### src/rtl/ex_result_stage.sv
//==============================================================================
// Module   : ex_result_stage
// Purpose  : Execute-stage result buffer. A 2-entry in-order FIFO holds ALU
//            beats {result, flags, set_flags, rd, reg_write}. Flags are written
//            into the architectural NZVC register when their entry pops.
//            A combinational condition-code evaluator reads a selected NZVC
//            source and drives cond_true.
//
// Ports    : clk           - rising-edge clock
//            reset         - synchronous, active-high clear
//            in_valid      - ALU beat present
//            in_ready      - a beat can be accepted (occupancy < 2)
//            alu_result    - 64-bit ALU result
//            alu_flags     - {N, Z, V, C} from the ALU
//            set_flags     - beat's flags commit to the flags register on pop
//            rd, reg_write - destination index / write enable
//            flush         - discard every buffered beat
//            out_valid     - head entry valid
//            out_ready     - consumer accepts the head entry
//            out_result, out_rd, out_reg_write - head entry fields
//            flags         - committed architectural NZVC
//            cond          - condition code to evaluate
//            cond_true     - evaluation result (combinational)
//
// Config   : EX_FLAG_BYPASS_EN - when defined, cond_true reads the flags of
//            the youngest buffered entry with set_flags=1, falling back to the
//            committed register. When undefined, only the committed register
//            is used.
//
// Revision : 1.0 - initial release
//==============================================================================
`default_nettype none

module ex_result_stage (
    input  logic        clk,
    input  logic        reset,
    input  logic        in_valid,
    output logic        in_ready,
    input  logic [63:0] alu_result,
    input  logic [3:0]  alu_flags,
    input  logic        set_flags,
    input  logic [4:0]  rd,
    input  logic        reg_write,
    input  logic        flush,
    output logic        out_valid,
    input  logic        out_ready,
    output logic [63:0] out_result,
    output logic [4:0]  out_rd,
    output logic        out_reg_write,
    output logic [3:0]  flags,
    input  logic [3:0]  cond,
    output logic        cond_true
);

    localparam logic [1:0] c_FULL  = 2'd2;
    localparam logic [1:0] c_EMPTY = 2'd0;

    // Condition codes
    localparam logic [3:0] c_EQ = 4'd0;
    localparam logic [3:0] c_NE = 4'd1;
    localparam logic [3:0] c_HS = 4'd2;
    localparam logic [3:0] c_LO = 4'd3;
    localparam logic [3:0] c_MI = 4'd4;
    localparam logic [3:0] c_PL = 4'd5;
    localparam logic [3:0] c_VS = 4'd6;
    localparam logic [3:0] c_VC = 4'd7;
    localparam logic [3:0] c_HI = 4'd8;
    localparam logic [3:0] c_LS = 4'd9;
    localparam logic [3:0] c_GE = 4'd10;
    localparam logic [3:0] c_LT = 4'd11;
    localparam logic [3:0] c_GT = 4'd12;
    localparam logic [3:0] c_LE = 4'd13;

    // ------------------------------------------------------------------
    // Storage and control state
    // ------------------------------------------------------------------
    logic [1:0][63:0] r_result;
    logic [1:0][3:0]  r_eflags;
    logic [1:0]       r_setf;
    logic [1:0][4:0]  r_rd;
    logic [1:0]       r_rw;

    logic [1:0]       r_count;
    logic             r_wr_ptr;
    logic             r_rd_ptr;
    logic [3:0]       r_flags;

    logic             w_push;
    logic             w_pop;
    logic             w_tail_ptr;
    logic [3:0]       w_src;
    logic             w_n;
    logic             w_z;
    logic             w_v;
    logic             w_c;

    // in_ready depends only on registered occupancy, never on out_ready.
    assign in_ready  = (r_count != c_FULL);
    assign out_valid = (r_count != c_EMPTY);

    assign w_push = in_valid && in_ready;
    assign w_pop  = out_valid && out_ready;

    // When two entries are held, the younger one sits opposite the head.
    assign w_tail_ptr = ~r_rd_ptr;

    assign out_result    = r_result[r_rd_ptr];
    assign out_rd        = r_rd[r_rd_ptr];
    assign out_reg_write = r_rw[r_rd_ptr];
    assign flags         = r_flags;

    // ------------------------------------------------------------------
    // Entry payload. No reset: contents of empty slots are don't-care and
    // a write during a flush or reset cycle is never observed.
    // ------------------------------------------------------------------
    always_ff @(posedge clk) begin
        if (w_push) begin
            r_result[r_wr_ptr] <= alu_result;
            r_eflags[r_wr_ptr] <= alu_flags;
            r_setf[r_wr_ptr]   <= set_flags;
            r_rd[r_wr_ptr]     <= rd;
            r_rw[r_wr_ptr]     <= reg_write;
        end
    end

    // ------------------------------------------------------------------
    // Occupancy, pointers and committed flags
    // ------------------------------------------------------------------
    always_ff @(posedge clk) begin
        if (reset) begin
            r_count  <= c_EMPTY;
            r_wr_ptr <= 1'b0;
            r_rd_ptr <= 1'b0;
            r_flags  <= 4'b0000;
        end else begin
            // A pop that coincides with a flush still retires its entry,
            // so its flags commit regardless of flush.
            if (w_pop && r_setf[r_rd_ptr]) begin
                r_flags <= r_eflags[r_rd_ptr];
            end

            if (flush) begin
                r_count  <= c_EMPTY;
                r_wr_ptr <= 1'b0;
                r_rd_ptr <= 1'b0;
            end else begin
                if (w_push) begin
                    r_wr_ptr <= ~r_wr_ptr;
                end
                if (w_pop) begin
                    r_rd_ptr <= ~r_rd_ptr;
                end
                case ({w_push, w_pop})
                    2'b10:   r_count <= r_count + 2'd1;
                    2'b01:   r_count <= r_count - 2'd1;
                    default: r_count <= r_count;
                endcase
            end
        end
    end

    // ------------------------------------------------------------------
    // Flag source for condition evaluation
    // ------------------------------------------------------------------
`ifdef EX_FLAG_BYPASS_EN
    // Youngest buffered flag-setting entry wins; the tail check comes last
    // so it overrides the head when both set flags.
    always_comb begin
        w_src = r_flags;
        if ((r_count != c_EMPTY) && r_setf[r_rd_ptr]) begin
            w_src = r_eflags[r_rd_ptr];
        end
        if ((r_count == c_FULL) && r_setf[w_tail_ptr]) begin
            w_src = r_eflags[w_tail_ptr];
        end
    end
`else
    assign w_src = r_flags;
`endif

    assign w_n = w_src[3];
    assign w_z = w_src[2];
    assign w_v = w_src[1];
    assign w_c = w_src[0];

    always_comb begin
        cond_true = 1'b1;
        case (cond)
            c_EQ:    cond_true = w_z;
            c_NE:    cond_true = !w_z;
            c_HS:    cond_true = w_c;
            c_LO:    cond_true = !w_c;
            c_MI:    cond_true = w_n;
            c_PL:    cond_true = !w_n;
            c_VS:    cond_true = w_v;
            c_VC:    cond_true = !w_v;
            c_HI:    cond_true = w_c && !w_z;
            c_LS:    cond_true = !(w_c && !w_z);
            c_GE:    cond_true = (w_n == w_v);
            c_LT:    cond_true = (w_n != w_v);
            c_GT:    cond_true = !w_z && (w_n == w_v);
            c_LE:    cond_true = !(!w_z && (w_n == w_v));
            default: cond_true = 1'b1;
        endcase
    end

endmodule

`default_nettype wire

### config.mk
export PLATFORM = sky130hd
export DESIGN_NAME = ex_result_stage
export DESIGN_NICKNAME = d
export VERILOG_FILES = /design/src/rtl/ex_result_stage.sv
export SDC_FILE = /design/constraint.sdc
export NUM_CORES = 1
export LEC_CHECK = 0
export BUFFER_PORTS_ARGS = -buffer_cell sky130_fd_sc_hd__buf_2
export CAP_MARGIN = 40
export CORE_MARGIN = 1
export CORE_UTILIZATION = 52
export DETAILED_ROUTE_END_ITERATION = 16
export PLACE_DENSITY = 0.79
export SLEW_MARGIN = 40
export SYNTH_ARGS = -nofsm -noshare
export SYNTH_HDL_FRONTEND = slang
export SYNTH_SLANG_ARGS = --single-unit
### constraint.sdc
create_clock -name clk -period 5.38 [get_ports clk]
set_clock_uncertainty 0.2 [all_clocks]
set_input_delay 0.538 -clock clk [delete_from_list [all_inputs] [get_ports clk]]
set_output_delay 0.538 -clock clk [all_outputs]
set_load 0.01 [all_outputs]
==> flow_summary_export.csv, run 1 <==
group,metric,value,unit
outcome,status,"finished, final reports clean",
finish,fillCellCount,757,
finish,final_common_cell,"buf_2",
power_and_ir_drop,peakVddDrop,215,uV
critical_path,critPathMaxStageDelay,0.72,ns
yosys,yosys.area.top_type_share,0.762,
sta,whs,0.106,ns
drt,num_vias,3166,
drt,via_per_inst,5.11,
sta,maxSlewHeadroom,0.615,
yosys,synth_compound_area_frac,0.0169,
finish,syn_to_final_growth,26.7,%
floorplanning,die_w,109,um
sta,hold_violations,0,
worst_hold_path,hp-class,"input port to flop",
cts,clockBufferDepth,2,
cts,clk-insertion-delay-late,0.41,ns
power_and_ir_drop,p_per_area,368,nW/um^2
global_route,gr-total-overflow,0,
finish,nets,551,
global_route,antenna_found_initial,0,
sta,period_needed,2.72,ns
critical_path,end_kind,"primary output",
drt,drc,0,
place,post-dp-hpwl,7110,um
drt,dr.pass1.iters,4,
yosys,yosys.area.top_type,"edfxtp_1",
sta,setup_viol,0,
sta,tightest_slew,0.577,ns
yosys,yosysUniqueCellTypes,31,
cts,cts_tree,"yes",
floorplanning,start_util,0.541,
critical_path,cp_top_family,"flip-flops",
yosys,synth_xor_area_frac,0.0133,
floorplanning,core,10900,sq um
sta,finalSetupTns,0,ns
cts,root_buffer,"clkbuf_16",
finish,antennaDiodeCount,0,
global_route,grt_pass1_vias,3293,
power_and_ir_drop,swShare,0.219,
yosys,synthesis.nets,378,
yosys,yosysSeqAreaShare,0.789,
yosys,ys_ff_latch,158,
drt,drtIter0Drc,152,
yosys,synthSimpleGateAreaFrac,0.0207,
critical_path,cp-start-kind,"flop",
yosys,ys_warn_count,0,
cts,post_cts_buffers,0,
power_and_ir_drop,p_clk_frac,0.406,
finish,final_cell_mix,"160 x buf_2, 150 x edfxtp_1, 70 x mux2_2",
cts,cts-buffers-inserted,17,
floorplanning,rows,38,
drt,ant_nets,0,
power_and_ir_drop,pwr-share-seq,0.519,
sta,fin_crit_sh,0.505,
yosys,synth_top_family_by_area,"multiplexers",
critical_path,crit_type,"flop to primary output",
cts,cts_resized,0,
cts,clock_sinks,158,
yosys,synthesis.area,5910,sq um
global_route,grt_max_degree,45,
floorplanning,die_h,109,um
floorplanning,dieArea,11800,sq um
cts,cts_hold_buf,0,
power_and_ir_drop,power.leakage,2.79,nW
critical_path,cp_data_required_time,4.64,ns
critical_path,cp.arrival,1.98,ns
place,pre_cts_ws,2.89,ns
finish,stdcell_count,619,
critical_path,crit_path_cell_trace,"buf_12 -> mux2_2 -> buf_2",
yosys,synth.area.top_cells,"edfxtp_1 76%, mux2_2 13%, dfxtp_1 2.7%",
sta,grt_setup_unrepaired,"false",
yosys,synth_mux_area_frac,0.144,
floorplanning,ios,161,
critical_path,cp_slowest_cell,"dfxtp_4",
power_and_ir_drop,switching_power,0.000603,W
finish,drive_gt1_frac,0.568,
cts,htree_levels,4,
yosys,synth_cells,293,
sta,setup_slack,2.66,ns
cts,clkSlewWorstSetupHoldPaths,0.06,ns
drt,wl_per_cell,16.8,um
power_and_ir_drop,combPwrFrac,0.075,
flow_run,drv_cap,0,
sta,maxSlewViolCount,0,
global_route,grt_pass1_wl,15700,um
yosys,synth_adder_area_share,0.00212,
sta,fmax,368,MHz
yosys,avgSynthCellArea,20.2,sq um
place,io_buffers,160,
place,dp.cells,587,
power_and_ir_drop,internal_power,0.00215,W
place,gp_congestion,0.743,
critical_path,path_max_fanout,39,
drt,wirelength,10400,um
critical_path,worst-path-buf-inv,2,
global_route,grt_usage,0.185,
-- worst paths after layout --
path | from | to | slack (ns) | cells after the start
hold reg to reg | flags[2] | flags[2] | 0.35 | 2
setup reg to reg | r_count[0] | r_result[25] | 2.93 | 5
hold / removal | alu_result[18] | r_result[82] | 0.11 | 1
setup / recovery | r_rd_ptr | out_result[31] | 2.66 | 3
-- synthesized netlist by cell type --
| master | count |
|---|---|
| or2_2 | 1 |
| nor3b_1 | 1 |
| a211oi_1 | 5 |
| a21boi_0 | 1 |
| o21a_1 | 1 |
| nor2_2 | 1 |
| ha_1 | 1 |
| mux2i_1 | 6 |
| dfxtp_1 | 8 |
| nand3b_1 | 3 |
| o311ai_1 | 2 |
| edfxtp_1 | 150 |
| nand4_1 | 1 |
| a31oi_1 | 1 |
| and3_1 | 1 |
| nand2_1 | 1 |
| o21ai_2 | 1 |
| or2b_1 | 2 |
| mux2_2 | 70 |
| buf_1 | 1 |
| nor2_1 | 6 |
| o32a_1 | 1 |
| buf_4 | 5 |
| o21ai_0 | 1 |
| nor3_1 | 4 |
| xnor2_1 | 5 |
| xor2_1 | 4 |
| buf_6 | 1 |
| buf_2 | 4 |
| inv_1 | 3 |
| nand2b_1 | 1 |
-- cell families (layout without fill, tap and decap cells) --
family	after synthesis	in the layout
flops	158	158
mux	76	76
simple gates	22	22
buf+inv	14	200
compound gates	13	13
xor+xnor	9	9
fa+ha+maj	1	1
-- layer usage --
metal | wire [um] | track usage | vias to the layer above
met5 | 0 | 0 | -
met4 | 179 | 0.0859 | 0
met3 | 684 | 0.0687 | 16
met2 | 5510 | 0.320 | 107
met1 | 4040 | 0.202 | 1544
li1 | - | - | 1499
-- registers in the layout (all words and copies together) (netlist names) --
register,flops
r_eflags,8
r_rw,2
r_result,128
r_count,2
r_setf,2
r_wr_ptr,1
r_rd,10
flags,4
r_rd_ptr,1
-- area by class of cell --
cell class | count | area (sq um) | area share
Inverter | 3 | 11.3 | 0.00150
Clock buffer | 17 | 425 | 0.0568
Sequential cell | 158 | 4670 | 0.623
Tap cell | 140 | 175 | 0.0234
Timing Repair Buffer | 165 | 896 | 0.120
Clock inverter | 15 | 139 | 0.0185
Multi-Input combinational cell | 121 | 1170 | 0.157
-- power by group through the flow --
stage / clock (W) / combinational [W] / sequential [W]
floorplan: 0 / 0.000108 / 0.00145
global placement: 0 / 0.000193 / 0.00146
detailed placement: 0 / 0.000209 / 0.00146
CTS: 0.00114 / 0.000210 / 0.00143
global route: 0.00119 / 0.000225 / 0.00144
finish: 0.00112 / 0.000207 / 0.00143
-- per-stage QoR --
step	cell area [sq um]	power, W	util
6_report	7490	0.00276	0.685
5_1_grt	7490	0.00285	0.685
4_1_cts	7490	0.00278	0.685
3_5_place_dp	6930	0.00167	0.633
3_3_place_gp	6840	0.00165	0.625
2_1_floorplan	5910	0.00156	-
Note: power is estimated with default switching activity, not from simulation.
==> inputs of run 2 (changes only) <==
--- a/config.mk
+++ b/config.mk
@@ -8,9 +8,9 @@
 export BUFFER_PORTS_ARGS = -buffer_cell sky130_fd_sc_hd__buf_2
 export CAP_MARGIN = 40
 export CORE_MARGIN = 1
-export CORE_UTILIZATION = 52
+export CORE_UTILIZATION = 47
 export DETAILED_ROUTE_END_ITERATION = 16
-export PLACE_DENSITY = 0.79
+export PLACE_DENSITY = 0.76
 export SLEW_MARGIN = 40
 export SYNTH_ARGS = -nofsm -noshare
 export SYNTH_HDL_FRONTEND = slang
==> constraint.sdc (replaced) <==
create_clock -name clk -period 2.3 [get_ports clk]
set_clock_uncertainty 0.2 [all_clocks]
set_input_delay 0.23 -clock clk [delete_from_list [all_inputs] [get_ports clk]]
set_output_delay 0.23 -clock clk [all_outputs]
set_load 0.01 [all_outputs]
==> run 2 against run 1 <==
Compared with the run above: final area grew 11%; total power grew 150%; final cell count grew 17%; critical endpoint is now out_result[11]; die area grew 10%; highest routed layer unchanged; wire length grew 8.9%; sequential power grew 130%.
==> flow_summary_export.csv, run 2 (synthesized netlist as in run 1, its figures left out) <==
group,metric,value,unit
outcome,status,"finished, final reports clean",
global_route,grt_pass1_wl,17500,um
drt,wl_met1,4410,um
finish,largest_reg_flops,128,
sta,grt_setup_unrepaired,"false",
place,gp_congestion,0.765,
floorplanning,die_w,114,um
cts,clkSlewWorstSetupHoldPaths,0.06,ns
finish,nets,628,
cts,clockBufferDepth,2,
flow_run,drv_cap,0,
floorplanning,start_util,0.488,
cts,clk-insertion-delay-late,0.41,ns
sta,hold_violations,0,
worst_hold_path,whs_path_depth,4,
critical_path,end_kind,"primary output",
floorplanning,core,12100,sq um
drt,wirelength,11400,um
critical_path,cp.depth,3,
finish,final_cell_mix,"160 x buf_2, 150 x edfxtp_1, 78 x dlygate4sd3_1",
sta,tightest_slew,0.468,ns
drt,wl_per_cell,15.7,um
global_route,gr-total-overflow,0,
sta,setup_viol,0,
finish,drive_gt1_frac,0.492,
floorplanning,dieArea,13000,sq um
place,pre_cts_ws,0.528,ns
worst_hold_path,hp-class,"input port to flop",
critical_path,cp_top_family,"buffers and inverters",
critical_path,critPathMaxStageDelay,0.42,ns
cts,cts-buffers-inserted,17,
place,post-dp-hpwl,6380,um
cts,clock_sinks,158,
finish,fillCellCount,833,
drt,drc,0,
finish,final_common_cell,"buf_2",
global_route,grt_pass1_vias,3658,
power_and_ir_drop,peakVddDrop,754,uV
power_and_ir_drop,p_per_area,813,nW/um^2
critical_path,crit_path_cell_trace,"buf_12 -> mux2_2 -> buf_2",
sta,fin_crit_sh,0.940,
global_route,antenna_found_initial,0,
finish,top_register,"r_result",
critical_path,worst-path-buf-inv,2,
sta,maxSlewViolCount,0,
drt,wl_met2,6150,um
drt,via_per_inst,4.75,
sta,setup_slack,0.138,ns
critical_path,cp_slowest_cell,"mux2_2",
critical_path,cp-start-kind,"flop",
sta,period_needed,2.16,ns
cts,cts_tree,"yes",
drt,drtIter0Drc,167,
finish,syn_to_final_growth,41.0,%
drt,wl_met3,601,um
sta,fmax,462,MHz
finish,reg_top3,"r_result (128), r_rd (10), r_eflags (8)",
critical_path,worstRegToRegCells,4,
floorplanning,ios,161,
critical_path,path_max_fanout,76,
critical_path,crit_type,"flop to primary output",
cts,htree_levels,4,
drt,num_vias,3434,
drt,dr.pass1.iters,6,
critical_path,cp.arrival,1.73,ns
global_route,grt_max_degree,77,
place,io_buffers,160,
drt,ant_nets,0,
cts,root_buffer,"clkbuf_16",
sta,whs,0.0241,ns
drt,dr.max_layer_used,"met4",
sta,maxSlewHeadroom,0.688,
finish,antennaDiodeCount,0,
floorplanning,die_h,114,um
cts,post_cts_buffers,0,
critical_path,cp_data_required_time,1.87,ns
power_and_ir_drop,power.leakage,3.13,nW
global_route,grt_usage,0.180,
floorplanning,rows,40,
[run 2: cell types whose count changed in the layout (fill, tap and decap cells not counted), sizes merged]
cell,before,now
dlygate4sd3,0,78
bufinv,1,4
clkinv,7,5
clkbuf,17,19
clkinvlp,3,2
buf,165,164
inv,7,4
[run 2: layout make-up]
cell class / count / area [sq um] / area share
multi-input cells: 121 / 1190 / 0.143
repair buffers: 242 / 1650 / 0.198
well taps: 168 / 210 / 0.0252
flip-flops and latches: 158 / 4670 / 0.561
clock buffers: 19 / 433 / 0.0520
clock inverters: 12 / 169 / 0.0203
inverters: 3 / 11.3 / 0.00135
[run 2: worst paths after layout]
check | endpoint | from | slack [ns]
min reg2reg | flags[0] | flags[0] | 0.35
max | out_result[11] | r_rd_ptr | 0.14
min | r_wr_ptr | in_valid | 0.02
max reg2reg | r_rd_ptr | r_rd_ptr | 0.50
[run 2: report_power, final]
group / internal [W] / switching, W
clock: 0.00180 / 0.00103
sequential: 0.00330 / 0.0000375
combinational: 0.000317 / 0.000279
total: 0.00542 / 0.00135
[run 2: layer usage]
| layer | track usage | up-vias |
|---|---|---|
| li1 | - | 1650 |
| met2 | 0.338 | 101 |
| met5 | 0 | - |
| met1 | 0.186 | 1669 |
| met4 | 0.0710 | 0 |
| met3 | 0.0577 | 14 |
[run 2: per-stage QoR]
stage | instance area, sq um | util | instances | total power (W) | TNS [ns]
finish | 8330 | 0.688 | 723 | 0.00677 | 0
global route | 8330 | 0.688 | 723 | 0.00699 | 0
CTS | 8330 | 0.688 | 723 | 0.00683 | 0
detailed placement | 6950 | 0.574 | 614 | 0.00389 | 0
global placement | 6950 | 0.574 | 614 | 0.00387 | 0
floorplan | 5940 | - | 293 | 0.00365 | -1.61
[run 2: repair_timing]
| item | 4_1_cts | 5_1_grt |
|---|---|---|
| hold endpoints to repair | 158 | 0 |
| setup endpoints to repair | 0 | 1 |
| hold buffers | 78 | 0 |
| gates resized for setup | 0 | 1 |
[run 2: worst reg2reg max path: stages, from the launching register on]
cell,delay [ns]
dfxtp_4,0.35
buf_12,0.32
xor2_1,0.22
nor3_1,0.06
dlygate4sd3_1,0.54
==> inputs of run 3 (changes only) <==
--- a/config.mk
+++ b/config.mk
@@ -7,7 +7,7 @@
 export LEC_CHECK = 0
 export BUFFER_PORTS_ARGS = -buffer_cell sky130_fd_sc_hd__buf_2
 export CAP_MARGIN = 40
-export CORE_MARGIN = 1
+export CORE_MARGIN = 2
 export CORE_UTILIZATION = 47
 export DETAILED_ROUTE_END_ITERATION = 16
 export PLACE_DENSITY = 0.76
==> run 3 against run 2 <==
Compared with the run above: wire length grew 2.5%; fmax grew 0.51%; non-clock buffer count grew 1; critical path depth grew 3; sequential share of layout area shrank 0.065 points; combinational power grew 0.7%; via count grew 1.8%; final area is essentially flat; utilization shrank 0.22 points; hold slack gained 0.021 ns; critical endpoint is now r_count[0].
==> flow_summary_export.csv, run 3 (synthesized netlist as in run 1, its figures left out) <==
group,metric,value,unit
outcome,status,"finished, final reports clean",
sta,period_needed,2.15,ns
cts,cts_tree,"yes",
place,post-dp-hpwl,6610,um
critical_path,endpoint,"r_count[0]",
place,gp_congestion,0.673,
critical_path,end_kind,"flop",
critical_path,crit_type,"flop to flop",
critical_path,worst-path-buf-inv,2,
critical_path,ff2ff_setup_slack,0.15,ns
worst_hold_path,hp-class,"input port to flop",
floorplanning,rows,40,
global_route,grt_max_degree,76,
power_and_ir_drop,peakVddDrop,629,uV
global_route,gr-total-overflow,0,
sta,fmax,465,MHz
cts,clockBufferDepth,2,
critical_path,regToRegStartpoint,"r_count[1]",
drt,wl_met2,6210,um
critical_path,regToRegEndpoint,"r_count[0]",
critical_path,cp.arrival,2.29,ns
finish,reg_top3,"r_result (128), r_rd (10), r_eflags (8)",
finish,top_register,"r_result",
place,pre_cts_ws,0.574,ns
critical_path,path_max_fanout,4,
critical_path,crit_path_cell_trace,"o21ai_2 -> inv_1 -> ha_1 -> xor2_1 -> nor3_1 -> dlygate4sd3_1",
finish,stdcell_area,8340,sq um
global_route,grt_usage,0.182,
cts,htree_levels,4,
drt,num_vias,3496,
finish,final_common_cell,"buf_2",
global_route,grt_pass1_vias,3744,
critical_path,cp_slowest_cell,"dlygate4sd3_1",
critical_path,cp.depth,6,
cts,clkSlewWorstSetupHoldPaths,0.06,ns
drt,via_per_inst,4.82,
critical_path,cp-start-kind,"flop",
floorplanning,die_w,116,um
sta,setup_viol,0,
global_route,antenna_found_initial,0,
drt,ant_nets,0,
finish,antennaDiodeCount,0,
drt,dr.max_layer_used,"met4",
sta,finalSetupTns,0,ns
place,io_buffers,160,
floorplanning,die_h,116,um
finish,nets,629,
drt,wl_met1,4510,um
sta,maxSlewHeadroom,0.707,
critical_path,critPathMaxStageDelay,0.58,ns
floorplanning,dieArea,13500,sq um
cts,cts-buffers-inserted,17,
flow_run,drv_cap,0,
finish,utilization,0.686,
critical_path,startpoint,"r_count[1]",
floorplanning,core,12200,sq um
drt,wirelength,11600,um
cts,root_buffer,"clkbuf_16",
sta,setup_slack,0.149,ns
cts,post_cts_buffers,0,
drt,dr.pass1.iters,4,
sta,hold_violations,0,
power_and_ir_drop,power.total,0.00677,W
sta,maxSlewViolCount,0,
cts,cts_resized,0,
power_and_ir_drop,p_per_area,812,nW/um^2
sta,grt_setup_unrepaired,"false",
drt,drc,0,
drt,wl_per_cell,16.0,um
sta,fin_crit_sh,0.935,
finish,final_cell_mix,"160 x buf_2, 150 x edfxtp_1, 78 x dlygate4sd3_1",
place,postPlaceCellArea,6960,sq um
drt,drtIter0Drc,193,
critical_path,worstRegToRegCells,6,
finish,syn_to_final_growth,41.1,%
cts,clk-insertion-delay-late,0.41,ns
critical_path,cp_top_family,"buffers and inverters",
floorplanning,ios,161,
drt,wl_met3,793,um
finish,largest_reg_flops,128,
floorplanning,start_util,0.486,
cts,clock_sinks,158,
sta,tightest_slew,0.440,ns
power_and_ir_drop,power.leakage,3.13,nW
global_route,grt_pass1_wl,18200,um
critical_path,cp_data_required_time,2.44,ns
finish,drive_gt1_frac,0.487,
cts,cts_hold_buf,78,
-- run 3: cell count changes in the layout (fill, tap and decap cells not counted), sizes merged --
| cell | delta |
|---|---|
| clkbuf | -1 |
| inv | -1 |
| clkinv | +3 |
| buf | +1 |
-- run 3: layer usage --
| metal | GRT usage | up-vias |
|---|---|---|
| met2 | 0.326 | 137 |
| met3 | 0.0623 | 12 |
| li1 | - | 1655 |
| met1 | 0.200 | 1692 |
| met4 | 0.0714 | 0 |
| met5 | 0 | - |
-- run 3: final cells by class --
cell class | count | area (sq um)
Timing Repair Buffer | 243 | 1660
Clock inverter | 14 | 174
Sequential cell | 158 | 4670
Clock buffer | 18 | 429
Multi-Input combinational cell | 121 | 1190
Tap cell | 168 | 210
Fill cell | 788 | 3820
Inverter | 3 | 11.3
-- run 3: metrics by stage --
stage | hold slack, ns | instances
floorplan | 0.102 | 293
detailed placement | 0.221 | 615
finish | 0.0450 | 725
CTS | 0.0262 | 725
global placement | 0.218 | 615
global route | 0.0591 | 725
-- run 3: how the worst min path moves through the flow --
stage	to	cells after the start	startpoint	slack (ns)
3_5_place_dp	r_result[95]	1	alu_result[31]	0.22
6_report	r_wr_ptr	4	in_valid	0.04
5_1_grt	r_wr_ptr	4	in_valid	0.06
4_1_cts	r_wr_ptr	4	in_valid	0.03
2_1_floorplan	r_count[0]	1	flush	0.10
3_3_place_gp	r_result[30]	1	alu_result[30]	0.22
-- run 3: power breakdown --
group / switching, W / total, W / leakage [nW] / internal (W)
Combinational: 0.000281 / 0.000600 / 1.37 / 0.000319
Sequential: 0.0000376 / 0.00334 / 1.47 / 0.00330
Clock: 0.00103 / 0.00283 / 0.290 / 0.00179
-- run 3: worst reg2reg max path, cell delays in order, from the launching register on --
cell and delay, ns:
dfxtp_1 0.37, o21ai_2 0.24, inv_1 0.07, ha_1 0.32, xor2_1 0.17, nor3_1 0.13, dlygate4sd3_1 0.58
